<file path="src/rtl/acl2_measurement_text_formatter.sv">
// rtl/acl2_measurement_text_formatter.sv - ACL2 snapshot to ASCII hex text line streamer
module acl2_measurement_text_formatter #(
    parameter bit parm_crlf = 1'b1
) (
    input  logic        i_clk_20mhz,
    input  logic        i_rst_20mhz,
    input  logic [63:0] i_data_3axis_temp,
    input  logic        i_data_valid,
    output logic [7:0]  o_tx_byte,
    output logic        o_tx_valid,
    input  logic        i_tx_ready,
    output logic        o_busy,
    output logic        o_line_done,
    output logic [7:0]  o_drop_count
);

    typedef enum logic [1:0] {
        ST_IDLE = 2'd0,
        ST_LOAD = 2'd1,
        ST_SEND = 2'd2,
        ST_DONE = 2'd3
    } t_state;

    localparam logic [4:0] c_last_idx = parm_crlf ? 5'd28 : 5'd27;

    t_state      state;
    t_state      state_nxt;
    logic [63:0] line_reg;
    logic [63:0] pend_reg;
    logic        pend_full;
    logic [4:0]  idx;
    logic [7:0]  drop_count;
    logic        tx_hs;
    logic        take_pend;
    logic        take_new;

    assign tx_hs     = (state == ST_SEND) && i_tx_ready;
    assign take_new  = (state == ST_IDLE) && i_data_valid;
    // A sample parked while the last line finished is picked up from idle too.
    assign take_pend = pend_full &&
                       ((state == ST_DONE) || ((state == ST_IDLE) && !i_data_valid));

    always_comb begin
        state_nxt = state;
        case (state)
            ST_IDLE: if (i_data_valid || pend_full) state_nxt = ST_LOAD;
            ST_LOAD: state_nxt = ST_SEND;
            ST_SEND: if (tx_hs && (idx == c_last_idx)) state_nxt = ST_DONE;
            ST_DONE: state_nxt = pend_full ? ST_LOAD : ST_IDLE;
            default: state_nxt = ST_IDLE;
        endcase
    end

    always_ff @(posedge i_clk_20mhz) begin
        if (i_rst_20mhz) begin
            state      <= ST_IDLE;
            line_reg   <= '0;
            pend_reg   <= '0;
            pend_full  <= 1'b0;
            idx        <= '0;
            drop_count <= '0;
        end else begin
            state <= state_nxt;

            if (take_new) begin
                line_reg <= i_data_3axis_temp;
            end else if (take_pend) begin
                line_reg <= pend_reg;
            end

            if (state == ST_LOAD) begin
                idx <= '0;
            end else if (tx_hs && (idx != c_last_idx)) begin
                idx <= idx + 5'd1;
            end

            if (i_data_valid && (state != ST_IDLE)) begin
                pend_reg  <= i_data_3axis_temp;
                pend_full <= 1'b1;
                if (pend_full && !take_pend && (drop_count != 8'hFF)) begin
                    drop_count <= drop_count + 8'd1;
                end
            end else if (take_pend) begin
                pend_full <= 1'b0;
            end
        end
    end

    // Character generator: four 7-character groups "L:hhhh " (last without space), then line end.
    logic [1:0]  grp;
    logic [4:0]  pos;
    logic [15:0] word;
    logic [7:0]  letter;
    logic [3:0]  nib;
    logic [7:0]  tx_char;

    always_comb begin
        grp = 2'd0;
        pos = idx;
        if (idx >= 5'd21) begin
            grp = 2'd3;
            pos = idx - 5'd21;
        end else if (idx >= 5'd14) begin
            grp = 2'd2;
            pos = idx - 5'd14;
        end else if (idx >= 5'd7) begin
            grp = 2'd1;
            pos = idx - 5'd7;
        end

        case (grp)
            2'd0:    begin word = {line_reg[55:48], line_reg[63:56]}; letter = 8'h58; end
            2'd1:    begin word = {line_reg[39:32], line_reg[47:40]}; letter = 8'h59; end
            2'd2:    begin word = {line_reg[23:16], line_reg[31:24]}; letter = 8'h5A; end
            default: begin word = {line_reg[7:0],   line_reg[15:8]};  letter = 8'h54; end
        endcase

        case (pos)
            5'd2:    nib = word[15:12];
            5'd3:    nib = word[11:8];
            5'd4:    nib = word[7:4];
            default: nib = word[3:0];
        endcase

        if (idx >= 5'd27) begin
            tx_char = (parm_crlf && (idx == 5'd27)) ? 8'h0D : 8'h0A;
        end else begin
            case (pos)
                5'd0:                   tx_char = letter;
                5'd1:                   tx_char = 8'h3A;
                5'd2, 5'd3, 5'd4, 5'd5: tx_char = {4'h0, nib} + ((nib < 4'd10) ? 8'h30 : 8'h37);
                default:                tx_char = 8'h20;
            endcase
        end
    end

    assign o_tx_byte    = (state == ST_SEND) ? tx_char : 8'h00;
    assign o_tx_valid   = (state == ST_SEND);
    assign o_busy       = (state != ST_IDLE);
    assign o_line_done  = (state == ST_DONE);
    assign o_drop_count = drop_count;

endmodule

</file>
<file path="config.mk">
export PLATFORM = sky130hd
export DESIGN_NAME = acl2_measurement_text_formatter
export DESIGN_NICKNAME = d
export VERILOG_FILES = /design/src/rtl/acl2_measurement_text_formatter.sv
export SDC_FILE = /design/constraint.sdc
export NUM_CORES = 1
export LEC_CHECK = 0
export BUFFER_PORTS_ARGS = -buffer_cell sky130_fd_sc_hd__buf_2
export CAP_MARGIN = 10
export CORE_MARGIN = 4
export CORE_UTILIZATION = 53
export DETAILED_ROUTE_END_ITERATION = 10
export PLACE_DENSITY = 0.77
export SLEW_MARGIN = 0
export SYNTH_ARGS = -nofsm -noshare
export SYNTH_HDL_FRONTEND = slang
export SYNTH_SLANG_ARGS = --single-unit
</file>
<file path="constraint.sdc">
create_clock -name i_clk_20mhz -period 4.6 [get_ports i_clk_20mhz]
set_input_delay 0.69 -clock i_clk_20mhz [delete_from_list [all_inputs] [get_ports i_clk_20mhz]]
set_output_delay 0.69 -clock i_clk_20mhz [all_outputs]
set_load 0.02 [all_outputs]
</file>
==> metrics.txt <==
hold_ws=around 450 ps; first-pass GRT wire length=32.3 mm; final critical-path setup slack=-614 ps; Iteration-0 DRC Markers=between 800 and 900; Cell Rows=42; NumNets Final=between 1000 and 1500; largest family of logic cells by synthesized area=simple AND/OR/NAND/NOR gates; Die ar.=roughly 0.015 mm2; CTS tree=built; reg2reg start=state[1]; area of placed instances=0.00804 mm2; Setup crit end kind=output pin; fmax=around 190 MHz; DRC=0; Fill cells=between 1000 and 1500; final worst path period need=around 5200 ps; Final Hold Fails=0; largest net degree at the start of global routing=between 60 and 70; Max Clock Skew=between 8 and 9 ps; Worst Path Arrival=roughly 4500 ps; Reg2Reg Setup Slack=1610 ps; Hold Startpoint=pend_reg[58]; slew margin rel.=27.7%; WL final=a little over 20 mm; Syn Area/Cell=7.66 um2; area grow syn2layout=24.4%; Skew-Pair Late Insertion Delay=approximately 420 ps; final setup fails=7; port bufs=85; Async SR Flop Fraction=0%; unique cell type count in the Yosys netlist=between 50 and 60; Worst-Margin Slew=approximately 1100 ps; Antenna diodes=0; H-tree level count=4; setup TNS=-2850 ps; crit start category=flop; antenna violations before repair=0; pwr/cell area=526 mW/mm2; EDFF count, synth=0; Initial Util=a little over half; Max clock buf depth=2; vias in the first global route=6377; routed vias/inst=about 5.9; Synth Instances=approximately 930; run status=complete, but fails checks; grt ovf=0; simple-gate share of the synthesized area=25.5%; Static Leak=3.35 nW; DP Wirelength=roughly 13 mm; adder-cell share of the synthesized area=under 10%; drt wl/cell=approximately 17 um; Yosys warning count=0; Mapped Area=about 0.007 mm2; Place WS=-191 ps; Synth Net Count=~1000; post-synthesis mux area share=between 1 and 1.5%; sequential area share after synthesis=between 40 and 50%; Final period util=113%; GP Congestion=0.913; area of the multi-input gates=~0.004 mm2; Setup CP Type=flop to output pin; drt pass-1 iters=6; Synth Flop Type=dfxtp_1; failing checks=negative setup slack; share of layout cells above drive strength 1=22.4%; post-layout util=roughly two thirds; register area=just under 0.003 mm2; VDD IR-drop max=roughly 330 uV; clk sinks=about 140; FF+latch count, synth=between 100 and 150; chip height=124 um; Worst Setup SP=idx[1]; xor/xnor cell area share of the yosys netlist=under 10%; CTS Buf Count=17; # IOs=87; post-synthesis compound-gate area fraction=a little under a quarter; Worst EP required=about 4000 ps; Hold Path Class=flop to flop; RSZ-0062 raised after global routing=yes; Max FO, Critical Path=5; gr usage total=about a quarter; core area=approximately 0.013 mm2; Die W=approximately 120 um; max cap viols=0; post-route cell area=around 0.009 mm2; antenna-violating nets left=0; via count=7094; Max Slew Vio Count=0; CTS Hold Bufs=0; root buffer cell=clkbuf_16; CTS clk-pin slew, worst paths=around 60 ps
==> cells in the mapped netlist, drive strengths merged (2+ instances only) <==
library cell / instances / area (um2)
a2111oi: 2 / 17.5
a211o: 5 / 52.6
a211oi: 12 / 115
a21boi: 2 / 15.0
a21o: 2 / 15.0
a21oi: 81 / 405
a221o: 4 / 40.0
a221oi: 7 / 61.3
a222oi: 7 / 70.1
a22oi: 2 / 15.0
a311oi: 65 / 569
a31oi: 6 / 37.5
a32oi: 2 / 17.5
and2: 6 / 40.0
and3: 2 / 12.5
buf: 17 / 76.3
clkbuf: 63 / 236
dfxtp: 144 / 2880
ha: 17 / 213
inv: 16 / 60.1
mux2i: 9 / 90.1
nand2: 224 / 841
nand2b: 3 / 18.8
nand3: 70 / 350
nand3b: 2 / 15.0
nand4: 4 / 25.0
nor2: 85 / 319
nor2b: 6 / 37.5
nor3: 13 / 70.1
nor3b: 3 / 22.5
o211ai: 3 / 22.5
o21ai: 12 / 71.3
o21bai: 3 / 22.5
o311ai: 2 / 17.5
or3: 4 / 25.0
xnor2: 8 / 70.1
xor2: 4 / 35.0
==> final timing paths <==
| path | endpoint | depth (start not counted) |
|---|---|---|
| min | pend_reg[58] | 2 |
| max | o_tx_byte[6] | 18 |
| min reg2reg | pend_reg[58] | 2 |
| max reg2reg | o_drop_count[5] | 8 |
==> final cells by class <==
class                      instances  share of cell area, %
clock inverter                     6                  0.652
inverter                          16                  0.708
tap                              176                   2.49
timing repair buffer             155                   11.8
multi-input combinational        687                   46.1
clock buffer                      25                   5.50
sequential                       144                   32.7
==> worst max-delay path, stage by stage (launching register included) <==
cell,delay [ps]
dfxtp_4,400
inv_4,60
ha_4,160
a211o_4,350
o211ai_1,120
o311ai_2,160
or3_4,360
or4b_4,580
and2_4,210
a211oi_4,250
o21bai_4,110
buf_6,120
buf_4,140
fa_2,370
inv_2,70
a21oi_2,50
or3_4,370
a21oi_4,130
buf_6,130
==> cell usage in the layout (no fill, tap or decap), types with 5 or more instances in the layout <==
master | netlist | layout
buf_2 | 4 | 77
o21ai_0 | 11 | 11
ha_1 | 17 | 10
a221oi_1 | 7 | 7
nand2_1 | 224 | 220
buf_4 | 2 | 68
xnor2_1 | 8 | 8
nand3_1 | 70 | 69
dfxtp_1 | 144 | 141
a211oi_1 | 10 | 8
a31oi_1 | 6 | 5
a222oi_1 | 7 | 7
nor2_1 | 85 | 84
a21oi_1 | 81 | 77
buf_6 | 0 | 6
ha_4 | 0 | 5
nor3_1 | 12 | 9
inv_1 | 16 | 11
and2_1 | 5 | 5
mux2i_1 | 9 | 9
clkbuf_1 | 63 | 5
clkbuf_16 | 0 | 17
a311oi_1 | 65 | 65
==> power breakdown <==
part           internal [mW]  switching (mW)
Combinational          0.573            1.03
Sequential              1.56           0.214
Clock                  0.779           0.489
Total                   2.91            1.73
==> kinds of logic (layout without fill, tap and decap cells) <==
logic type,after synthesis,count (layout)
AO/OA/AOI/OAI,221,221
AND/OR/NAND/NOR,426,426
multiplexers,9,9
adder cells (fa/ha/maj),18,18
other,1,1
XOR/XNOR,12,12
buffers and inverters,96,202
flip-flops,144,144
==> per-stage QoR <==
step | power (mW) | instances
global route | 4.91 | 1209
finish | 4.64 | 1209
CTS | 4.62 | 1206
floorplan | 2.83 | 927
detailed placement | 3.30 | 1170
global placement | 3.28 | 1170
==> what timing repair did <==
item                       4_1_cts  5_1_grt
setup endpoints to repair        7        7
resized for setup               25       16
pin swaps                        8       10
setup buffers                    5        3
==> routing by layer <==
| metal | track usage, % | part of all wire (%) | routed length (um) | up-vias |
|---|---|---|---|---|
| met5 | 0 | 0 | 0 | - |
| met4 | 7.61 | 1.9 | 388 | 0 |
| met3 | 5.45 | 6.8 | 1380 | 28 |
| met2 | 43.3 | 48 | 9740 | 271 |
| met1 | 35.7 | 43 | 8850 | 3311 |
| li1 | - | - | - | 3484 |
(Power assumes the default switching activity.)
